<file path="config.mk">
export PLATFORM = sky130hd
export DESIGN_NAME = axi4_lite_master_port_flat
export DESIGN_NICKNAME = d
export VERILOG_FILES = /design/src/rtl/axi4_lite_master_port_pkg.sv /design/src/rtl/axi4_lite_master_port_if.sv /design/src/rtl/axi4_lite_master_port_timeout_cnt.sv /design/src/rtl/axi4_lite_master_port.sv /design/src/flat_wrapper.sv
export SDC_FILE = /design/constraint.sdc
export NUM_CORES = 1
export LEC_CHECK = 0
export CAP_MARGIN = 10
export CORE_MARGIN = 1
export CORE_UTILIZATION = 63
export CTS_CLUSTER_DIAMETER = 40
export CTS_CLUSTER_SIZE = 14
export DETAILED_ROUTE_END_ITERATION = 7
export DONT_BUFFER_PORTS = 1
export MAX_ROUTING_LAYER = met4
export PLACE_DENSITY_LB_ADDON = 0.2
export SETUP_SLACK_MARGIN = 0.2
export SYNTH_ARGS = -nofsm -noshare
export SYNTH_HDL_FRONTEND = slang
export SYNTH_HIERARCHICAL = 1
export SYNTH_SLANG_ARGS = --single-unit
</file>
<file path="constraint.sdc">
create_clock -name clk -period 2.4 [get_ports clk]
set_input_delay 0.12 -clock clk [delete_from_list [all_inputs] [get_ports clk]]
set_output_delay 0.12 -clock clk [all_outputs]
set_load 0.02 [all_outputs]
</file>
<file path="src/rtl/axi4_lite_master_port_pkg.sv">
// Shared definitions for the AXI4-Lite master port: response codes, FSM states
// and the register map of the FIFO slave it usually drives.
package axi4_lite_pkg;

    localparam logic [1:0] RESP_OKAY   = 2'b00;
    localparam logic [1:0] RESP_EXOKAY = 2'b01;
    localparam logic [1:0] RESP_SLVERR = 2'b10;
    localparam logic [1:0] RESP_DECERR = 2'b11;

    localparam logic [3:0] DATA_ADDR   = 4'h0;
    localparam logic [3:0] STATUS_ADDR = 4'h4;

    typedef enum logic [2:0] {
        IDLE    = 3'd0,
        WR_REQ  = 3'd1,
        WR_RESP = 3'd2,
        RD_REQ  = 3'd3,
        RD_DATA = 3'd4,
        RSP     = 3'd5
    } state_e;

endpackage

</file>
<file path="src/rtl/axi4_lite_master_port_if.sv">
// AXI4-Lite bus bundle with master and slave views.
interface axi4_lite_master_port_if #(
    parameter int unsigned ADDR_WIDTH = 4,
    parameter int unsigned DATA_WIDTH = 32
);

    logic [ADDR_WIDTH-1:0] M_AXI_AWADDR;
    logic                  M_AXI_AWVALID;
    logic                  M_AXI_AWREADY;
    logic [DATA_WIDTH-1:0] M_AXI_WDATA;
    logic [3:0]            M_AXI_WSTRB;
    logic                  M_AXI_WVALID;
    logic                  M_AXI_WREADY;
    logic [1:0]            M_AXI_BRESP;
    logic                  M_AXI_BVALID;
    logic                  M_AXI_BREADY;
    logic [ADDR_WIDTH-1:0] M_AXI_ARADDR;
    logic                  M_AXI_ARVALID;
    logic                  M_AXI_ARREADY;
    logic [DATA_WIDTH-1:0] M_AXI_RDATA;
    logic [1:0]            M_AXI_RRESP;
    logic                  M_AXI_RVALID;
    logic                  M_AXI_RREADY;

    modport master (
        output M_AXI_AWADDR, M_AXI_AWVALID, input M_AXI_AWREADY,
        output M_AXI_WDATA, M_AXI_WSTRB, M_AXI_WVALID, input M_AXI_WREADY,
        input  M_AXI_BRESP, M_AXI_BVALID, output M_AXI_BREADY,
        output M_AXI_ARADDR, M_AXI_ARVALID, input M_AXI_ARREADY,
        input  M_AXI_RDATA, M_AXI_RRESP, M_AXI_RVALID, output M_AXI_RREADY
    );

    modport slave (
        input  M_AXI_AWADDR, M_AXI_AWVALID, output M_AXI_AWREADY,
        input  M_AXI_WDATA, M_AXI_WSTRB, M_AXI_WVALID, output M_AXI_WREADY,
        output M_AXI_BRESP, M_AXI_BVALID, input M_AXI_BREADY,
        input  M_AXI_ARADDR, M_AXI_ARVALID, output M_AXI_ARREADY,
        output M_AXI_RDATA, M_AXI_RRESP, M_AXI_RVALID, input M_AXI_RREADY
    );

endinterface

</file>
<file path="src/rtl/axi4_lite_master_port_timeout_cnt.sv">
// Saturating wait-state counter; expired_o flags the edge on which the count
// reaches LIMIT (and every enabled edge after that while saturated).
module axi4_lite_timeout_cnt #(
    parameter int unsigned LIMIT = 256
) (
    input  logic clk_i,
    input  logic rst_ni,
    input  logic clr_i,
    input  logic en_i,
    output logic expired_o
);

    localparam int unsigned     CW       = $clog2(LIMIT + 1);
    localparam logic [CW-1:0]   CNT_MAX  = CW'(LIMIT);
    localparam logic [CW-1:0]   CNT_LAST = CW'(LIMIT - 1);

    logic [CW-1:0] cnt_q;
    logic [CW-1:0] cnt_d;

    // next count: clear wins, otherwise count up to the saturation value
    always_comb begin
        cnt_d = cnt_q;
        if (clr_i) begin
            cnt_d = '0;
        end else if (en_i && (cnt_q != CNT_MAX)) begin
            cnt_d = cnt_q + CW'(1);
        end else begin
            cnt_d = cnt_q;
        end
    end

    // count register
    always_ff @(posedge clk_i or negedge rst_ni) begin
        if (!rst_ni) begin
            cnt_q <= '0;
        end else begin
            cnt_q <= cnt_d;
        end
    end

    assign expired_o = en_i && !clr_i && (cnt_q >= CNT_LAST);

endmodule

</file>
<file path="src/rtl/axi4_lite_master_port.sv">
// AXI4-Lite initiator: one command in, one AXI write or read transaction out,
// one response back. Strictly one transaction in flight.
module axi4_lite_master_port
    import axi4_lite_pkg::*;
#(
    parameter int unsigned ADDR_WIDTH     = 4,
    parameter int unsigned DATA_WIDTH     = 32,
    parameter int unsigned TIMEOUT_CYCLES = 256
) (
    input  logic                  clk,
    input  logic                  M_AXI_ARESETN,
    input  logic                  cmd_valid,
    output logic                  cmd_ready,
    input  logic                  cmd_write,
    input  logic [ADDR_WIDTH-1:0] cmd_addr,
    input  logic [DATA_WIDTH-1:0] cmd_wdata,
    input  logic [3:0]            cmd_wstrb,
    output logic                  rsp_valid,
    input  logic                  rsp_ready,
    output logic                  rsp_write,
    output logic [DATA_WIDTH-1:0] rsp_rdata,
    output logic [1:0]            rsp_resp,
    output logic                  busy,
    output logic                  timeout_err,
    axi4_lite_master_port_if.master m_axi
);

    state_e                state_q, state_d;
    logic [ADDR_WIDTH-1:0] addr_q, addr_d;
    logic [DATA_WIDTH-1:0] wdata_q, wdata_d;
    logic [3:0]            wstrb_q, wstrb_d;
    logic                  awvalid_q, awvalid_d;
    logic                  wvalid_q, wvalid_d;
    logic                  aw_done_q, aw_done_d;
    logic                  w_done_q, w_done_d;
    logic                  bready_q, bready_d;
    logic                  arvalid_q, arvalid_d;
    logic                  rready_q, rready_d;
    logic                  rsp_valid_q, rsp_valid_d;
    logic                  rsp_write_q, rsp_write_d;
    logic [DATA_WIDTH-1:0] rsp_rdata_q, rsp_rdata_d;
    logic [1:0]            rsp_resp_q, rsp_resp_d;
    logic                  timeout_err_q, timeout_err_d;

    logic aw_hs_s, w_hs_s, b_hs_s, ar_hs_s, r_hs_s;
    logic tmo_clr_s, tmo_en_s, tmo_expired_s;

    assign aw_hs_s = awvalid_q && m_axi.M_AXI_AWREADY;
    assign w_hs_s  = wvalid_q  && m_axi.M_AXI_WREADY;
    assign b_hs_s  = bready_q  && m_axi.M_AXI_BVALID;
    assign ar_hs_s = arvalid_q && m_axi.M_AXI_ARREADY;
    assign r_hs_s  = rready_q  && m_axi.M_AXI_RVALID;

    // next-state and next-output logic; every VALID/READY is a register so none
    // depends combinationally on the slave's handshake inputs
    always_comb begin
        state_d     = state_q;
        addr_d      = addr_q;
        wdata_d     = wdata_q;
        wstrb_d     = wstrb_q;
        awvalid_d   = awvalid_q;
        wvalid_d    = wvalid_q;
        aw_done_d   = aw_done_q;
        w_done_d    = w_done_q;
        bready_d    = bready_q;
        arvalid_d   = arvalid_q;
        rready_d    = rready_q;
        rsp_valid_d = rsp_valid_q;
        rsp_write_d = rsp_write_q;
        rsp_rdata_d = rsp_rdata_q;
        rsp_resp_d  = rsp_resp_q;

        case (state_q)
            IDLE: begin
                if (cmd_valid) begin
                    addr_d  = cmd_addr;
                    wdata_d = cmd_wdata;
                    wstrb_d = cmd_wstrb;
                    if (cmd_write) begin
                        state_d   = WR_REQ;
                        awvalid_d = 1'b1;
                        wvalid_d  = 1'b1;
                        aw_done_d = 1'b0;
                        w_done_d  = 1'b0;
                    end else begin
                        state_d   = RD_REQ;
                        arvalid_d = 1'b1;
                    end
                end else begin
                    state_d = IDLE;
                end
            end

            WR_REQ: begin
                // AW and W finish independently, in either order or together
                aw_done_d = aw_done_q || aw_hs_s;
                w_done_d  = w_done_q  || w_hs_s;
                if (aw_hs_s) begin
                    awvalid_d = 1'b0;
                end else begin
                    awvalid_d = awvalid_q;
                end
                if (w_hs_s) begin
                    wvalid_d = 1'b0;
                end else begin
                    wvalid_d = wvalid_q;
                end
                if (aw_done_d && w_done_d) begin
                    state_d  = WR_RESP;
                    bready_d = 1'b1;
                end else begin
                    state_d = WR_REQ;
                end
            end

            WR_RESP: begin
                if (b_hs_s) begin
                    state_d     = RSP;
                    bready_d    = 1'b0;
                    rsp_valid_d = 1'b1;
                    rsp_write_d = 1'b1;
                    rsp_rdata_d = '0;
                    rsp_resp_d  = m_axi.M_AXI_BRESP;
                end else begin
                    state_d = WR_RESP;
                end
            end

            RD_REQ: begin
                if (ar_hs_s) begin
                    state_d   = RD_DATA;
                    arvalid_d = 1'b0;
                    rready_d  = 1'b1;
                end else begin
                    state_d = RD_REQ;
                end
            end

            RD_DATA: begin
                if (r_hs_s) begin
                    state_d     = RSP;
                    rready_d    = 1'b0;
                    rsp_valid_d = 1'b1;
                    rsp_write_d = 1'b0;
                    rsp_rdata_d = m_axi.M_AXI_RDATA;
                    rsp_resp_d  = m_axi.M_AXI_RRESP;
                end else begin
                    state_d = RD_DATA;
                end
            end

            RSP: begin
                if (rsp_ready) begin
                    state_d     = IDLE;
                    rsp_valid_d = 1'b0;
                end else begin
                    state_d = RSP;
                end
            end

            default: begin
                state_d     = IDLE;
                awvalid_d   = 1'b0;
                wvalid_d    = 1'b0;
                bready_d    = 1'b0;
                arvalid_d   = 1'b0;
                rready_d    = 1'b0;
                rsp_valid_d = 1'b0;
            end
        endcase
    end

    // state and output registers
    always_ff @(posedge clk or negedge M_AXI_ARESETN) begin
        if (!M_AXI_ARESETN) begin
            state_q       <= IDLE;
            addr_q        <= '0;
            wdata_q       <= '0;
            wstrb_q       <= 4'h0;
            awvalid_q     <= 1'b0;
            wvalid_q      <= 1'b0;
            aw_done_q     <= 1'b0;
            w_done_q      <= 1'b0;
            bready_q      <= 1'b0;
            arvalid_q     <= 1'b0;
            rready_q      <= 1'b0;
            rsp_valid_q   <= 1'b0;
            rsp_write_q   <= 1'b0;
            rsp_rdata_q   <= '0;
            rsp_resp_q    <= 2'b00;
            timeout_err_q <= 1'b0;
        end else begin
            state_q       <= state_d;
            addr_q        <= addr_d;
            wdata_q       <= wdata_d;
            wstrb_q       <= wstrb_d;
            awvalid_q     <= awvalid_d;
            wvalid_q      <= wvalid_d;
            aw_done_q     <= aw_done_d;
            w_done_q      <= w_done_d;
            bready_q      <= bready_d;
            arvalid_q     <= arvalid_d;
            rready_q      <= rready_d;
            rsp_valid_q   <= rsp_valid_d;
            rsp_write_q   <= rsp_write_d;
            rsp_rdata_q   <= rsp_rdata_d;
            rsp_resp_q    <= rsp_resp_d;
            timeout_err_q <= timeout_err_d;
        end
    end

    // Timeout only flags a stuck slave; the transaction keeps waiting because
    // an AXI VALID cannot be withdrawn.
    assign tmo_clr_s     = (state_d != state_q);
    assign tmo_en_s      = (state_q != IDLE) && (state_q != RSP);
    assign timeout_err_d = timeout_err_q || tmo_expired_s;

    axi4_lite_timeout_cnt #(
        .LIMIT (TIMEOUT_CYCLES)
    ) u_timeout_cnt (
        .clk_i     (clk),
        .rst_ni    (M_AXI_ARESETN),
        .clr_i     (tmo_clr_s),
        .en_i      (tmo_en_s),
        .expired_o (tmo_expired_s)
    );

    assign cmd_ready   = (state_q == IDLE);
    assign busy        = (state_q != IDLE);
    assign rsp_valid   = rsp_valid_q;
    assign rsp_write   = rsp_write_q;
    assign rsp_rdata   = rsp_rdata_q;
    assign rsp_resp    = rsp_resp_q;
    assign timeout_err = timeout_err_q;

    assign m_axi.M_AXI_AWADDR  = addr_q;
    assign m_axi.M_AXI_AWVALID = awvalid_q;
    assign m_axi.M_AXI_WDATA   = wdata_q;
    assign m_axi.M_AXI_WSTRB   = wstrb_q;
    assign m_axi.M_AXI_WVALID  = wvalid_q;
    assign m_axi.M_AXI_BREADY  = bready_q;
    assign m_axi.M_AXI_ARADDR  = addr_q;
    assign m_axi.M_AXI_ARVALID = arvalid_q;
    assign m_axi.M_AXI_RREADY  = rready_q;

endmodule

</file>
<file path="src/flat_wrapper.sv">
// flat-port wrapper written by rule: the top's interface ports become plain ports
module axi4_lite_master_port_flat import axi4_lite_pkg::*;
#(
    parameter int unsigned ADDR_WIDTH     = 4,
    parameter int unsigned DATA_WIDTH     = 32,
    parameter int unsigned TIMEOUT_CYCLES = 256
)
  (clk, M_AXI_ARESETN, cmd_valid, cmd_ready, cmd_write, cmd_addr, cmd_wdata, cmd_wstrb, rsp_valid, rsp_ready, rsp_write, rsp_rdata, rsp_resp, busy, timeout_err, m_axi_M_AXI_AWADDR, m_axi_M_AXI_AWVALID, m_axi_M_AXI_AWREADY, m_axi_M_AXI_WDATA, m_axi_M_AXI_WSTRB, m_axi_M_AXI_WVALID, m_axi_M_AXI_WREADY, m_axi_M_AXI_BRESP, m_axi_M_AXI_BVALID, m_axi_M_AXI_BREADY, m_axi_M_AXI_ARADDR, m_axi_M_AXI_ARVALID, m_axi_M_AXI_ARREADY, m_axi_M_AXI_RDATA, m_axi_M_AXI_RRESP, m_axi_M_AXI_RVALID, m_axi_M_AXI_RREADY);
  axi4_lite_master_port_if #(.ADDR_WIDTH(ADDR_WIDTH), .DATA_WIDTH(DATA_WIDTH)) m_axi_i ();
  input  logic clk;
  input  logic M_AXI_ARESETN;
  input  logic cmd_valid;
  output logic cmd_ready;
  input  logic cmd_write;
  input  logic [ADDR_WIDTH-1:0] cmd_addr;
  input  logic [DATA_WIDTH-1:0] cmd_wdata;
  input  logic [3:0] cmd_wstrb;
  output logic rsp_valid;
  input  logic rsp_ready;
  output logic rsp_write;
  output logic [DATA_WIDTH-1:0] rsp_rdata;
  output logic [1:0] rsp_resp;
  output logic busy;
  output logic timeout_err;
  output wire logic [$bits(m_axi_i.M_AXI_AWADDR)-1:0] m_axi_M_AXI_AWADDR;
  output wire logic [$bits(m_axi_i.M_AXI_AWVALID)-1:0] m_axi_M_AXI_AWVALID;
  input wire logic [$bits(m_axi_i.M_AXI_AWREADY)-1:0] m_axi_M_AXI_AWREADY;
  output wire logic [$bits(m_axi_i.M_AXI_WDATA)-1:0] m_axi_M_AXI_WDATA;
  output wire logic [$bits(m_axi_i.M_AXI_WSTRB)-1:0] m_axi_M_AXI_WSTRB;
  output wire logic [$bits(m_axi_i.M_AXI_WVALID)-1:0] m_axi_M_AXI_WVALID;
  input wire logic [$bits(m_axi_i.M_AXI_WREADY)-1:0] m_axi_M_AXI_WREADY;
  input wire logic [$bits(m_axi_i.M_AXI_BRESP)-1:0] m_axi_M_AXI_BRESP;
  input wire logic [$bits(m_axi_i.M_AXI_BVALID)-1:0] m_axi_M_AXI_BVALID;
  output wire logic [$bits(m_axi_i.M_AXI_BREADY)-1:0] m_axi_M_AXI_BREADY;
  output wire logic [$bits(m_axi_i.M_AXI_ARADDR)-1:0] m_axi_M_AXI_ARADDR;
  output wire logic [$bits(m_axi_i.M_AXI_ARVALID)-1:0] m_axi_M_AXI_ARVALID;
  input wire logic [$bits(m_axi_i.M_AXI_ARREADY)-1:0] m_axi_M_AXI_ARREADY;
  input wire logic [$bits(m_axi_i.M_AXI_RDATA)-1:0] m_axi_M_AXI_RDATA;
  input wire logic [$bits(m_axi_i.M_AXI_RRESP)-1:0] m_axi_M_AXI_RRESP;
  input wire logic [$bits(m_axi_i.M_AXI_RVALID)-1:0] m_axi_M_AXI_RVALID;
  output wire logic [$bits(m_axi_i.M_AXI_RREADY)-1:0] m_axi_M_AXI_RREADY;
  assign m_axi_M_AXI_AWADDR = m_axi_i.M_AXI_AWADDR;
  assign m_axi_M_AXI_AWVALID = m_axi_i.M_AXI_AWVALID;
  assign m_axi_i.M_AXI_AWREADY = m_axi_M_AXI_AWREADY;
  assign m_axi_M_AXI_WDATA = m_axi_i.M_AXI_WDATA;
  assign m_axi_M_AXI_WSTRB = m_axi_i.M_AXI_WSTRB;
  assign m_axi_M_AXI_WVALID = m_axi_i.M_AXI_WVALID;
  assign m_axi_i.M_AXI_WREADY = m_axi_M_AXI_WREADY;
  assign m_axi_i.M_AXI_BRESP = m_axi_M_AXI_BRESP;
  assign m_axi_i.M_AXI_BVALID = m_axi_M_AXI_BVALID;
  assign m_axi_M_AXI_BREADY = m_axi_i.M_AXI_BREADY;
  assign m_axi_M_AXI_ARADDR = m_axi_i.M_AXI_ARADDR;
  assign m_axi_M_AXI_ARVALID = m_axi_i.M_AXI_ARVALID;
  assign m_axi_i.M_AXI_ARREADY = m_axi_M_AXI_ARREADY;
  assign m_axi_i.M_AXI_RDATA = m_axi_M_AXI_RDATA;
  assign m_axi_i.M_AXI_RRESP = m_axi_M_AXI_RRESP;
  assign m_axi_i.M_AXI_RVALID = m_axi_M_AXI_RVALID;
  assign m_axi_M_AXI_RREADY = m_axi_i.M_AXI_RREADY;
  axi4_lite_master_port #(.ADDR_WIDTH(ADDR_WIDTH), .DATA_WIDTH(DATA_WIDTH), .TIMEOUT_CYCLES(TIMEOUT_CYCLES)) u_core (.clk(clk), .M_AXI_ARESETN(M_AXI_ARESETN), .cmd_valid(cmd_valid), .cmd_ready(cmd_ready), .cmd_write(cmd_write), .cmd_addr(cmd_addr), .cmd_wdata(cmd_wdata), .cmd_wstrb(cmd_wstrb), .rsp_valid(rsp_valid), .rsp_ready(rsp_ready), .rsp_write(rsp_write), .rsp_rdata(rsp_rdata), .rsp_resp(rsp_resp), .busy(busy), .timeout_err(timeout_err), .m_axi(m_axi_i));
endmodule
</file>
# Yosys cells after proc, flatten, opt, wreduce, memory -nomap -nowiden
# Cells that the tools add are included.
# classes
eq_ne	18
n_shift	0
n_reduce_logical	33
add_sub_neg	1
div	0
magnitude_cmp	1
n_mul	0
n_mux	41
n_bitwise	5
# ops
cell	count
32-bit two-way mux	2
32-bit case mux with 2 select lines	1
9-bit two-way mux	2
3-bit case mux with 6 select lines	1
1-bit two-way mux	17
4-bit AND reduction	4
4-bit OR reduction	4
1-bit case mux with 3 select lines	5
2-bit by 1-bit inequality test with 1-bit output (second input constant)	7
3-bit AND reduction	4
1-bit logical AND	10
2-bit two-way mux	5
9-bit by 1-bit adder with 9-bit output (second input constant)	1
9-bit by 8-bit greater-or-equal comparator with 1-bit output (second input constant)	1
3-bit two-way mux	3
9-bit inequality test (second input constant)	1
3-bit by 2-bit equality test with 1-bit output (second input constant)	2
3-bit equality test (second input constant)	2
2-bit inequality test (second input constant)	3
1-bit case mux with 2 select lines	3
2-bit nonzero test	3
1-bit NOT	5
1-bit case mux with 4 select lines	1
2-bit case mux with 2 select lines	1
other kinds (9)	11
# totals
n_memories	0
register_bits	96
output_inout_bits	88
ram_bits	0
romBits	0
latchBits	0

# Logic depth before layout (Yosys ltp)
# logic_depth
word_depth	10
ltp_mapped	8
depth_no_buf	7

# Cells and area by module
# Netlist, hierarchy kept.
# modules_own_cells
mod	seq_area_each_um2	area_per_inst_um2	cells_each	n_inst
axi4_lite_master_port	2177.1	3534.6	261	1
axi4_lite_timeout_cnt	225.2	579.3	59	1

# Worst setup path after synthesis
# OpenSTA, ideal clock, no wires.
# synth_path
path_type	flip-flop to flip-flop
startpoint	register u_core.state_q[1]
endpoint	register u_core.timeout_err_q, in the netlist u_core/timeout_err
setup_slack_ns	0.367
stages_incl_launch_ff	9
n_path_buf	2
required_ns	2.273
synth_period_minus_slack_ns	2.033
t_arrival_ns	1.906
path_cell_list	dfrtp_1 -> buf_2 -> nor4b_1 -> nor2_1 -> o211ai_1 -> a311o_1 -> clkbuf_1 -> a21oi_1 -> or2_2
# synth_between
elab_chain_cells	7
word_cells_on_any_way	15
cone_classes	7 x eq/ne; 1 x mux; 7 x reduce/logical
# synth_lines
element	line	rtl
start: declaration	axi4_lite_master_port.sv:28	state_e state_q, state_d;
start signal: assignment	axi4_lite_master_port.sv:193	state_q <= state_d;
3-bit equality test, or another cell as far along	axi4_lite_master_port.sv:73	case (state_q)
3-bit case mux with 6 select lines	axi4_lite_master_port.sv:73	
3-bit inequality test (*)	axi4_lite_master_port.sv:214	assign tmo_clr_s = (state_d != state_q);
net u_core.tmo_clr_s	axi4_lite_master_port.sv:46	logic tmo_clr_s, tmo_en_s, tmo_expired_s;
1-bit logical NOT (*)	axi4_lite_master_port_timeout_cnt.sv:41	assign expired_o = en_i && !clr_i && (cnt_q >= CNT_LAST);
1-bit logical AND (*) (2 in a row)	axi4_lite_master_port_timeout_cnt.sv:41	
net u_core.tmo_expired_s	axi4_lite_master_port.sv:46	
1-bit logical OR (*)	axi4_lite_master_port.sv:216	assign timeout_err_d = timeout_err_q || tmo_expired_s;
net u_core.timeout_err_d	axi4_lite_master_port.sv:43	logic timeout_err_q, timeout_err_d;
end signal: assignment	axi4_lite_master_port.sv:208	timeout_err_q <= timeout_err_d;
end: declaration	axi4_lite_master_port.sv:43	
# Mark *: on every way through the listed nets, which the timed path passes. The rest lies on a longest branch.
# A chain may end at the register's enable or synchronous reset.

# Final worst setup path
# layout_path
startpoint	register u_core.bready_q, in the netlist u_core/m_axi.M_AXI_BREADY
endpoint	register u_core.u_timeout_cnt.cnt_q[1]
# layout_between
elab_chain_cells	5
word_cells_on_any_way	6
cone_classes	1 x eq/ne; 3 x mux; 2 x reduce/logical
# layout_lines
element	line	rtl
start: declaration	axi4_lite_master_port.sv:36	logic bready_q, bready_d;
start signal: assignment	axi4_lite_master_port.sv:201	bready_q <= bready_d;
1-bit logical AND (*)	axi4_lite_master_port.sv:50	assign b_hs_s = bready_q && m_axi.M_AXI_BVALID;
3-bit two-way mux (*)	axi4_lite_master_port.sv:117	if (b_hs_s) begin
3-bit case mux with 6 select lines (*)	axi4_lite_master_port.sv:73	
3-bit inequality test (*)	axi4_lite_master_port.sv:214	
net u_core.tmo_clr_s	axi4_lite_master_port.sv:46	
9-bit two-way mux or 2-bit nonzero test (tied branches)	n/a	
end signal: assignment	axi4_lite_master_port_timeout_cnt.sv:37	cnt_q <= cnt_d;
end: declaration	axi4_lite_master_port_timeout_cnt.sv:17	logic [CW-1:0] cnt_q;
# Marks and branches as above.

==> reports/qor.txt <==
status -> finished, violations left
failing checks -> hold timing
Hold WS -> -558 ps
Worst Path Required -> 2680 ps
Area Overhead vs Synth -> 27.6%
RePlAce Congestion -> 0.869
reported max-cap violation count -> 0
Seq cells post-synth -> 96
Via Count -> 3,009
vias per cell -> 6.24
setup ws final -> 316 ps
Ys Warns -> 6
Slew Limit Fails -> 0
Seq pwr share -> 52.6%
Starting Density -> 65.2%
Die H -> 82.8 um
PortBufs -> 0
r2r worst-path depth -> 6
Hold Buf Count CTS -> 84
FF-to-FF setup slack -> 320 ps
Hold Vio Cnt, Final -> 96
first-pass GRT wire length -> 16,400 um
total iterations of the first detailed-routing run -> 4
Final Skew -> 9.20 ps
# setup viols final -> 0
Die W -> 82.8 um
IO Count -> 174
crit path cell chain -> and3_1 -> o21ai_0 -> o211ai_1 -> a311o_2 -> nand2b_1 -> mux2i_1
vias in the first global route -> 3,009
WP data arrival -> 2370 ps
setup bufs post-CTS -> 0
ANT cells -> 0
Design Power -> 3.46 mW
Fillers -> 342
max-slew headroom at the worst pin -> 65.3%
Crit. Startpoint -> u_core/m_axi.M_AXI_BREADY
PD cells -> 660 mW/mm^2
Slowest cell on crit path -> dfrtp_1
TritonCTS clock tree -> yes
synth unique cells -> 57
ANT nets after route -> 0
Placed Cells incl. Taps -> 382
die area -> 0.00686 mm^2
IR drop worst, VDD -> 0.533 mV
Worst setup EP type -> register
core box area -> 0.00631 mm^2
Gate power share -> 10.4%
cell area after synthesis -> 0.00411 mm^2
kind of critical path -> reg2reg
largest net degree at the start of global routing -> 97
Skew-Pair Late Insertion Delay -> 360 ps
H-Tree Depth -> 3
sw frac -> 24.3%
Overflow after GRT -> 0
DRC viols -> 0
Clk pwr share -> 37.1%
RSZ-0062 raised after global routing -> true
Clock Pin Slew Worst Setup and Hold Paths -> 100 ps
FF-to-FF Start -> u_core/m_axi.M_AXI_BREADY
register area -> 0.00240 mm^2
Non-Filler Instances -> 482
dpl hpwl -> 5560 um
clock sinks -> 96
Max Fanout on Critical Path -> 13
FF-to-FF End -> u_core/u_timeout_cnt/cnt_q[1]
final period utilization -> 86.8%
routed wire length -> 10,300 um
syn_nets -> 409
layout cell share with drive strength beyond 1 -> 19.5%
Final Util -> 83.1%
Final #Nets -> 489
Place WS -> 191 ps
critical path launch point type -> register
measured slew at the worst slew-check pin -> 521 ps
Max Clock Freq -> 0.480 GHz
initial antenna violation count -> 0
asr flop ratio synth -> 100%
clock tree buffer depth -> 2
net load switching power -> 0.843 mW
row cnt -> 29
Worst path max stage delay -> 510 ps
worst hold-check path type -> in2async
gr usage total -> 32.0%
CTS Buf Count -> 9
multi-input logic area -> 0.00155 mm^2
min cycle time layout -> 2080 ps
internal power consumption -> 2.62 mW
setup TNS -> 0 ps
syn_area_per_cell -> 12.9 um^2
Main synth FF type -> dfrtp_1
number of cells produced by synthesis -> 320
EDFF count, synth -> 0
register area share after synthesis -> 58.4%
routed len/inst -> 21.3 um
static leakage -> 2.47 nW
Clock Root Buffer -> clkbuf_8
initial drt markers -> 144
[kinds of logic after synthesis]
| kind of cell | share of synthesized area, % |
|---|---|
| flops | 58.4 |
| xor+xnor | 0.426 |
| buf+inv | 4.32 |
| simple gates | 9.00 |
| mux | 12.4 |
| compound gates | 14.5 |
| fa+ha+maj | 0.913 |
[metrics by stage]
step | area [um^2] | hold WS [ps]
after floorplan | 4110 | -176
after global placement | 4150 | -174
after detailed placement | 4150 | -174
after CTS | 5240 | -577
after global routing | 5250 | -586
final | 5250 | -558
[per-layer routing]
metal | GRT usage (%) | vias up | wire [um]
li1 | - | 1336 | -
met1 | 40.0 | 1479 | 4000
met2 | 49.7 | 166 | 5160
met3 | 8.85 | 28 | 828
met4 | 13.5 | 0 | 281
met5 | - | - | 0
[placed cells by master, fill, tap and decap left out, drive strengths merged, types with 3 or more instances in the layout]
| cell | instances |
|---|---|
| bufinv | 3 |
| mux2i | 3 |
| or3 | 3 |
| nor2 | 13 |
| nand2 | 11 |
| and4 | 3 |
| mux2 | 42 |
| nand3 | 5 |
| a21oi | 11 |
| clkbuf | 9 |
| ha | 3 |
| and3 | 3 |
| nor3 | 4 |
| inv | 13 |
| nand4 | 4 |
| dfrtp | 96 |
| nor2b | 5 |
| dlygate4sd3 | 84 |
| a22o | 33 |
| o21ai | 13 |
| buf | 8 |
[power by group through the flow]
stage	Combinational [mW]	Sequential [mW]	Clock (mW)
2_1_floorplan	0.232	1.81	0
3_3_place_gp	0.233	1.85	0
3_5_place_dp	0.247	1.85	0
4_1_cts	0.357	1.82	1.31
5_1_grt	0.398	1.84	1.37
6_report	0.360	1.82	1.28
[worst max-delay path by stage]
stage / to / slack (ps) / cells past startpoint
floorplan: u_core/timeout_err / 370 / 8
global placement: u_core/u_timeout_cnt/cnt_q[7] / 320 / 6
detailed placement: u_core/timeout_err / 190 / 6
CTS: u_core/timeout_err / 360 / 6
global route: u_core/u_timeout_cnt/cnt_q[1] / 190 / 6
finish: u_core/u_timeout_cnt/cnt_q[1] / 320 / 6
[synth_stat cells (3+ instances only)]
| cell type | instances | area [um^2] |
|---|---|---|
| nor2_1 | 13 | 48.8 |
| dfrtp_1 | 96 | 2400 |
| clkbuf_1 | 3 | 11.3 |
| buf_4 | 9 | 67.6 |
| a21oi_1 | 11 | 55.1 |
| ha_1 | 3 | 37.5 |
| o21ai_0 | 12 | 60.1 |
| buf_2 | 9 | 45.0 |
| a22o_1 | 33 | 289 |
| nand3_1 | 4 | 20.0 |
| nand4_1 | 4 | 25.0 |
| mux2_2 | 39 | 439 |
| nor3_1 | 3 | 15.0 |
| inv_1 | 9 | 33.8 |
| nor2b_1 | 5 | 31.3 |
| and3_1 | 3 | 18.8 |
| mux2i_1 | 3 | 30.0 |
| nand2_1 | 11 | 41.3 |
| or3_1 | 3 | 18.8 |
[area by class of cell]
type	count	share of cell area, %
Sequential cell	96	45.8
Tap cell	77	1.84
Inverter	10	0.715
Clock inverter	7	2.41
Clock buffer	9	2.36
Multi-Input combinational cell	191	29.5
Timing Repair Buffer	92	17.4
[what timing repair did]
| item | in CTS | in global routing |
|---|---|---|
| setup endpoints to repair | 2 | 5 |
| gates resized for setup | 1 | 2 |
| hold endpoints to repair | 175 | 96 |
[flip-flops by register name, summed over array words and instances (netlist names)]
signal,flops
u_core/m_axi.M_AXI_RREADY,1
u_core/rsp_write,1
u_core/m_axi.M_AXI_ARVALID,1
u_core/m_axi.M_AXI_WSTRB,4
u_core/u_timeout_cnt/cnt_q,9
u_core/w_done_q,1
u_core/timeout_err,1
u_core/state_q,3
u_core/aw_done_q,1
u_core/m_axi.M_AXI_AWVALID,1
u_core/m_axi.M_AXI_BREADY,1
u_core/rsp_valid,1
u_core/m_axi.M_AXI_ARADDR,4
u_core/rsp_resp,2
u_core/m_axi.M_AXI_WVALID,1
u_core/m_axi.M_AXI_WDATA,32
u_core/rsp_rdata,32
[worst max-delay path, delay by kind of cell (launching register included)]
family | cells | cell delay [ps]
muxes | 1 | 120
DFF | 1 | 510
and+or+nand+nor | 2 | 460
AOI/OAI and AO/OA | 3 | 920
Note: power is estimated with default switching activity, not from simulation.
